**config.mk**
```make
export PLATFORM = sky130hd
export DESIGN_NAME = uart_mmio_master
export DESIGN_NICKNAME = d
export VERILOG_FILES = /design/src/rtl/uart_mmio_master.sv
export SDC_FILE = /design/constraint.sdc
export NUM_CORES = 1
export LEC_CHECK = 0
export BUFFER_PORTS_ARGS = -buffer_cell sky130_fd_sc_hd__clkbuf_2
export CORE_MARGIN = 4
export CORE_UTILIZATION = 35
export CTS_BUF_LIST = sky130_fd_sc_hd__clkbuf_8
export CTS_CLUSTER_DIAMETER = 200
export DETAILED_ROUTE_END_ITERATION = 12
export SYNTH_ARGS = -nofsm -noshare
export SYNTH_HDL_FRONTEND = slang
export SYNTH_SLANG_ARGS = --single-unit
export TNS_END_PERCENT = 10
```
**constraint.sdc**
```tcl
create_clock -name i_clk -period 5.7 [get_ports i_clk]
set_input_delay 0.285 -clock i_clk [delete_from_list [all_inputs] [get_ports i_clk]]
set_output_delay 0.285 -clock i_clk [all_outputs]
set_load 0.01 [all_outputs]
```
**src/rtl/uart_mmio_master.sv**
```systemverilog
// UART byte-stream debug bridge: parses 'R'/'W' frames, issues one MMIO transaction at a time,
// and replies with the read data (LSB first), 'K' for a completed write, or 'E' for a bad opcode.
module uart_mmio_master #(
   parameter int unsigned TIMEOUT_CYCLES = 1_000_000,
   parameter logic [7:0]  OP_READ        = 8'h52,
   parameter logic [7:0]  OP_WRITE       = 8'h57,
   parameter logic [7:0]  ACK_BYTE       = 8'h4B,
   parameter logic [7:0]  ERR_BYTE       = 8'h45
) (
   input  logic        i_clk,
   input  logic        i_rst,
   input  logic [7:0]  i_rx_data,
   input  logic        i_rx_valid,
   output logic        o_rx_ready,
   output logic [7:0]  o_tx_data,
   output logic        o_tx_valid,
   input  logic        i_tx_ready,
   output logic        o_req_valid,
   input  logic        i_req_ready,
   output logic [31:0] o_req_addr,
   output logic [31:0] o_req_wdata,
   output logic [3:0]  o_req_wmask,
   input  logic        i_resp_valid,
   input  logic [31:0] i_resp_rdata,
   output logic        o_resp_ready,
   output logic        o_busy,
   output logic [2:0]  o_dbg_state
);

   typedef enum logic [2:0] {
      S_IDLE = 3'd0,
      S_ADDR = 3'd1,
      S_DATA = 3'd2,
      S_REQ  = 3'd3,
      S_RESP = 3'd4,
      S_TX   = 3'd5
   } state_e;

   state_e      state_q, state_d;
   logic [1:0]  idx_q;
   logic        is_write_q, is_err_q;
   logic [31:0] addr_q, wdata_q, rdata_q, tmo_q;
   logic        rx_fire, tx_fire, tmo_hit, last_tx, op_known;

   // Handshakes: a byte/beat moves only in a cycle where both valid and ready are high.
   assign rx_fire  = i_rx_valid && o_rx_ready;
   assign tx_fire  = o_tx_valid && i_tx_ready;
   assign tmo_hit  = (tmo_q == 32'(TIMEOUT_CYCLES - 1));
   assign last_tx  = is_err_q || is_write_q || (idx_q == 2'd3);
   assign op_known = (i_rx_data == OP_READ) || (i_rx_data == OP_WRITE);

   always_ff @(posedge i_clk) begin
      if (i_rst) state_q <= S_IDLE;
      else       state_q <= state_d;
   end

   always_comb begin
      state_d = state_q;
      case (state_q)
         S_IDLE: if (rx_fire) state_d = op_known ? S_ADDR : S_TX;
         S_ADDR: begin
            if (rx_fire && idx_q == 2'd3) state_d = is_write_q ? S_DATA : S_REQ;
            else if (!rx_fire && tmo_hit) state_d = S_IDLE;
         end
         S_DATA: begin
            if (rx_fire && idx_q == 2'd3) state_d = S_REQ;
            else if (!rx_fire && tmo_hit) state_d = S_IDLE;
         end
         S_REQ:  if (i_req_ready) state_d = S_RESP;
         S_RESP: if (i_resp_valid) state_d = S_TX;
         S_TX:   if (tx_fire && last_tx) state_d = S_IDLE;
         default: state_d = S_IDLE;
      endcase
   end

   always_comb begin
      o_rx_ready   = 1'b0;
      o_req_valid  = 1'b0;
      o_resp_ready = 1'b0;
      o_tx_valid   = 1'b0;
      o_tx_data    = 8'h00;
      case (state_q)
         S_IDLE, S_ADDR, S_DATA: o_rx_ready = !i_rst;
         S_REQ:  o_req_valid  = 1'b1;
         S_RESP: o_resp_ready = 1'b1;
         S_TX: begin
            o_tx_valid = 1'b1;
            if (is_err_q)        o_tx_data = ERR_BYTE;
            else if (is_write_q) o_tx_data = ACK_BYTE;
            else                 o_tx_data = rdata_q[{idx_q, 3'b000} +: 8];
         end
         default: ;
      endcase
   end

   // The 2-bit index wraps to 0 after byte 3, so it is ready for the next field or reply.
   always_ff @(posedge i_clk) begin
      if (i_rst) begin
         idx_q      <= 2'd0;
         is_write_q <= 1'b0;
         is_err_q   <= 1'b0;
         addr_q     <= 32'h0;
         wdata_q    <= 32'h0;
         rdata_q    <= 32'h0;
         tmo_q      <= 32'h0;
      end else begin
         case (state_q)
            S_IDLE: if (rx_fire) begin
               idx_q      <= 2'd0;
               tmo_q      <= 32'h0;
               wdata_q    <= 32'h0;
               is_write_q <= (i_rx_data == OP_WRITE);
               is_err_q   <= !op_known;
            end
            S_ADDR: if (rx_fire) begin
               addr_q[{idx_q, 3'b000} +: 8] <= i_rx_data;
               idx_q <= idx_q + 2'd1;
               tmo_q <= 32'h0;
            end else begin
               tmo_q <= tmo_q + 32'h1;
            end
            S_DATA: if (rx_fire) begin
               wdata_q[{idx_q, 3'b000} +: 8] <= i_rx_data;
               idx_q <= idx_q + 2'd1;
               tmo_q <= 32'h0;
            end else begin
               tmo_q <= tmo_q + 32'h1;
            end
            S_RESP: if (i_resp_valid) rdata_q <= i_resp_rdata;
            S_TX:   if (tx_fire) idx_q <= idx_q + 2'd1;
            default: ;
         endcase
      end
   end

   assign o_req_addr  = addr_q;
   assign o_req_wdata = wdata_q;
   assign o_req_wmask = {4{is_write_q}};
   assign o_busy      = (state_q != S_IDLE);
   assign o_dbg_state = state_q;

endmodule

```
* Word-level counts from Yosys, hierarchy flattened *
Cells that the tools add are included.

word-level totals
  word-level logic and storage cells = 83
  input bits = 46
  output and inout port bits = 84
  register bits = 135

operators by class
  shifts and indexed selects = 3
  multiplexer cells = 28
  add/subtract/negate cells = 3
  equal/unequal tests = 16
  reductions and logical operators = 25

operators with widths
  kind                                                                     count
  32-bit case mux with 2 select lines                                      2
  32-bit 2-to-1 mux                                                        3
  32-bit bitwise mux                                                       2
  32-bit by 1-bit adder with 32-bit output, second input constant          1
  32-bit by 20-bit equality test with 1-bit output, second input constant  1
  8-bit by 7-bit variable shift with 32-bit output, first input constant   1
  32-bit by 6-bit variable part select with 8-bit output                   1
  8-bit by 7-bit variable part select with 32-bit output                   1
  3-bit 2-to-1 mux                                                         8
  8-bit 2-to-1 mux                                                         3
  3-bit case mux with 6 select lines                                       1
  8-bit by 7-bit equality test with 1-bit output, second input constant    2
  2-bit != test, second input constant                                     6
  2-bit AND reduction                                                      4
  4-bit AND reduction                                                      2
  5-bit negator with 7-bit output                                          1
  3-bit by 2-bit equality test with 1-bit output, second input constant    2
  3-bit equality test, second input constant                               2
  2-bit 2-to-1 mux                                                         3
  2-bit case mux with 3 select lines                                       1
  3-bit nonzero test                                                       2
  1-bit logical AND                                                        5
  1-bit 2-to-1 mux                                                         5
  2-bit nonzero test                                                       2
  other kinds (10)                                                         14

* Depth between registers and ports, before layout *
  word-level depth = 9
  mapped depth = 8
  gate-level depth less buffers = 6

* Worst setup path before layout *
No wires, ideal clock.

  kind = reg-to-reg
  start point = reg idx_q[1]
  end point = reg wdata_q[16], in the netlist o_req_wdata[16]
  library setup time = 0.066 ns
  cell stages (with the launch flop) = 9
  path buffers = 2
  slack = 3.280 ns
  clock period less this slack = 2.420 ns
  arrival = 2.354 ns
  data required time = 5.634 ns
  cells stage by stage = dfxtp_1 clkbuf_1 inv_1 ha_1 nor3b_1 and3_1 buf_2 a22oi_1 nor2_1

between the ends
  longest elaborated chain between the ends = 5
  elaborated cells on any way between the ends = 6
  those cells by class = 1 x add/sub; 2 x shift; 3 x mux

ends and longest elaborated chain
  item                                                                                                                               RTL line  source
  start, declared                                                                                                                    40        logic [1:0] idx_q;
  start signal, assigned                                                                                                             117       idx_q <= idx_q + 2'd1;
  start signal, assigned                                                                                                             124       idx_q <= idx_q + 2'd1;
  start signal, assigned                                                                                                             130       S_TX: if (tx_fire) idx_q <= idx_q + 2'd1;
  5-bit negator with 7-bit output (*)                                                                                                123       wdata_q[{idx_q, 3'b000} +: 8] <= i_rx_data;
  8-bit by 7-bit variable part select with 32-bit output / 8-bit by 7-bit variable shift with 32-bit output (equally long branches)  123
  32-bit bitwise mux (*)                                                                                                             123
  32-bit 2-to-1 mux (*)                                                                                                              122       S_DATA: if (rx_fire) begin
  32-bit case mux with 2 select lines (*)                                                                                            107       case (state_q)
  end signal, assigned by index                                                                                                      123
  end, declared                                                                                                                      42        logic [31:0] addr_q, wdata_q, rdata_q, tmo_q;

Mark *: on every way between the ends. The rest lies on a longest branch, timed or not. The select of a mux whose other input is x is not followed.
A chain may end at the register's enable or synchronous reset.

* Worst setup path after layout *
  start point = reg idx_q[0]
  end point = reg wdata_q[20], in the netlist o_req_wdata[20]

The elaborated chain is that of the path after synthesis.

==> impl_metrics.py <==
metrics = {
    "critical_path": {
        "crit_family": "simple AND/OR/NAND/NOR gates",
        "cp_max_fo": 15,
        "criticalPathCategory": "reg2reg",
        "path_buf_inv": 1,
        "start_kind": "flop",
        "worstPathArrival_ps": 3650,
        "slowest_delay_ps": 930,
        "cpMaxStageDelayCell": "nor3b_1",
        "worstPathCellList": "inv_1 > ha_1 > nor3b_1 > and3_1 > a22oi_1 > nor2_1",
        "crit_required_ps": 6100,
        "cp-end-kind": "flop",
    },
    "grt": {
        "grt_first_pass_wirelength_um": 27700,
        "grt_pass1_vias": 5108,
        "antenna_found_initial": 1,
        "grt_start_max_net_pins": 65,
        "grt.total_usage_pct": 17.5,
        "grt_overflow": 0,
    },
    "cts": {
        "cts_setup_buffers": 0,
        "clk_pin_slew_ps": 90,
        "cts.repair.resized": 0,
        "numCtsBuffers": 17,
        "root_buffer": "clkbuf_8",
        "cts_hold_buf": 0,
        "max-clock-path-buffers": 2,
        "clkSinkCount": 135,
        "cts_tree": "yes",
        "clkLatencyLatePin_ps": 460,
        "cts_htree_levels": 4,
    },
    "sta": {
        "rsz0062_at_grt": "no",
        "period_minus_slack_ps": 3250,
        "fmax_ghz": 0.308,
        "hold_viol_final": 0,
        "slew_headroom_pct": 24.6,
        "slew_viol_final": 0,
        "timing.hold.ws_ps": 30.9,
        "clock-skew-final_ps": 12.8,
        "tightest_slew_ps": 1130,
        "setup_violations": 0,
        "min_period_over_period_pct": 57.0,
        "tns_ps": 0,
    },
    "synth": {
        "synth_edf_count": 0,
        "synth-async-reset-ratio_pct": 0,
        "avgSynthCellArea_sq_um": 8.33,
        "synth_area_sq_um": 6050,
        "yosysWarnings": 0,
        "ys_seq_elements": 135,
        "ys_seq_area_share_pct": 44.6,
        "netlist-cell-type-count": 60,
        "synth_fp_nets": 779,
        "syn_inst": 727,
        "synth_flop_cell": "dfxtp_1",
    },
    "die": {
        "die_h_um": 140,
        "fp-row-count": 47,
        "start_util_pct": 36.1,
        "io_pins": 130,
        "die-area_sq_um": 19500,
        "core_area_sq_um": 16800,
        "die_w_um": 140,
    },
    "power_and_ir_drop": {
        "clock_power_share_pct": 36.7,
        "leakagePower_uw": 0.00274,
        "power_frac_comb_pct": 18.2,
        "swShare_pct": 32.2,
        "power-per-cell-area_nw_per_um2": 330,
        "p_int_uw": 1600,
        "p_seq_share_pct": 45.1,
        "power.switching_uw": 763,
        "ir_drop_mv": 0.168,
    },
    "hold_path": {
        "hp-class": "in2reg",
    },
    "place": {
        "placed_area_sq_um": 6750,
        "port_buffers": 129,
        "gp_congestion": 0.783,
        "dp_cells": 1026,
        "dp_hpwl_um": 11800,
    },
    "finish": {
        "stdcell_count": 1058,
        "antenna_cells": 0,
        "drive_above_1_share_pct": 22.3,
        "finish.instance_area_sq_um": 7180,
        "synthToLayoutAreaGrowth_pct": 18.6,
        "nets": 877,
    },
    "flow_run": {
        "max-cap-violations": 0,
    },
    "routing": {
        "vias": 5480,
        "wirelength_um": 17100,
        "postRouteAntennaNets": 0,
        "wire_per_inst_um": 16.2,
        "first_pass_iters": 5,
        "remaining_drc_errors": 0,
        "viasPerCell": 5.18,
        "drt_iter0_markers": 453,
    },
    "run_status": {
        "status": "completed",
    },
}
[state kept, by name, summed over array words and instances, names as in the netlist]
| signal | cells |
|---|---|
| o_req_addr | 32 |
| o_req_wdata | 32 |
| rdata_q | 32 |
| tmo_q | 32 |
| o_dbg_state | 3 |
| idx_q | 2 |
| is_err_q | 1 |
| is_write_q | 1 |
[worst paths after layout]
| path | depth (start not counted) | startpoint | slack [ps] | endpoint |
|---|---|---|---|---|
| setup / recovery | 6 | idx_q[0] | 2450 | o_req_wdata[20] |
| hold / removal | 3 | i_resp_rdata[17] | 30 | rdata_q[17] |
| setup reg to reg | 6 | idx_q[0] | 2450 | o_req_wdata[20] |
| hold reg to reg | 2 | o_req_addr[18] | 450 | o_req_addr[18] |
[through the flow]
step | power, uW | util, % | setup slack, ps
global placement | 1520 | 40.3 | 2610
floorplan | 1400 | - | 3280
global route | 2490 | 42.9 | 2170
detailed placement | 1520 | 40.3 | 2510
finish | 2370 | 42.9 | 2450
CTS | 2390 | 42.9 | 2480
[per-layer routing]
layer | global-route usage [%] | vias up | part of all wire [%]
met2 | 26.2 | 176 | 44
met5 | 0 | - | 0.070
met3 | 6.14 | 15 | 7.2
met4 | 4.17 | 2 | 0.81
li1 | - | 2767 | -
met1 | 24.4 | 2520 | 48
[cells by family after synthesis]
logic type	synth area share, %
AO/OA/AOI/OAI	16.3
XOR/XNOR	1.45
adder cells (fa/ha/maj)	1.24
buffers and inverters	4.59
flip-flops	44.6
multiplexers	4.32
AND/OR/NAND/NOR	27.4
[power groups by stage]
| stage | clock network [uW] | registers, uW | logic (uW) |
|---|---|---|---|
| 2_1_floorplan | 0 | 1040 | 351 |
| 3_3_place_gp | 0 | 1090 | 431 |
| 3_5_place_dp | 0 | 1090 | 433 |
| 4_1_cts | 886 | 1070 | 435 |
| 5_1_grt | 922 | 1080 | 486 |
| 6_report | 868 | 1070 | 432 |
[cells in the mapped netlist, types with 2 or more instances]
library cell,instances,area [sq um]
a21o_1,3,22.5
a21oi_1,86,430
a222oi_1,2,20.0
a22oi_1,32,240
a31oi_1,3,18.8
and2_1,7,43.8
and3_1,14,87.6
and4_1,4,35.0
buf_1,2,7.51
buf_2,12,60.1
buf_4,4,30.0
buf_6,2,22.5
clkbuf_1,32,120
dfxtp_1,135,2700
ha_1,6,75.1
inv_1,10,37.5
mux2i_1,7,70.1
mux4_2,8,180
nand2_1,122,458
nand2b_1,10,62.6
nand3_1,48,240
nand3b_1,3,22.5
nand4_1,9,56.3
nand4_2,2,25.0
nand4b_1,3,26.3
nor2_1,63,236
nor2b_1,5,31.3
nor3_1,9,45.0
nor3_2,4,40.0
nor3b_1,3,22.5
nor4_1,6,37.5
o211ai_1,5,37.5
o21a_1,2,15.0
o21ai_0,14,70.1
o31ai_1,2,15.0
or3_1,14,87.6
or4_1,3,22.5
xnor2_1,4,35.0
xor2_1,6,52.6
[placed cells by master, fill, tap and decap left out, types with 10 or more instances in the layout]
cell type	instances
nand2_1	122
a21oi_1	86
a22oi_1	32
and3_1	14
nor2_1	63
clkbuf_8	19
inv_1	10
clkbuf_2	128
dfxtp_1	135
nand3_1	48
nand2b_1	10
or3_1	14
o21ai_0	14
[cell type report]
class,instances,area (sq um)
Fill cell,1703,9580
Multi-Input combinational cell,530,3070
Sequential cell,135,2700
Timing Repair Buffer,131,663
Tap cell,220,275
Clock buffer,19,262
Clock inverter,13,169
Inverter,10,37.5
[worst reg2reg max path, delay by kind of cell, from the launching register on]
kind	cells	cell delay, ps
fa+ha+maj	1	430
simple gates	3	1550
flops	1	810
buf+inv	1	260
compound gates	1	140
Note: power is estimated with default switching activity, not from simulation.
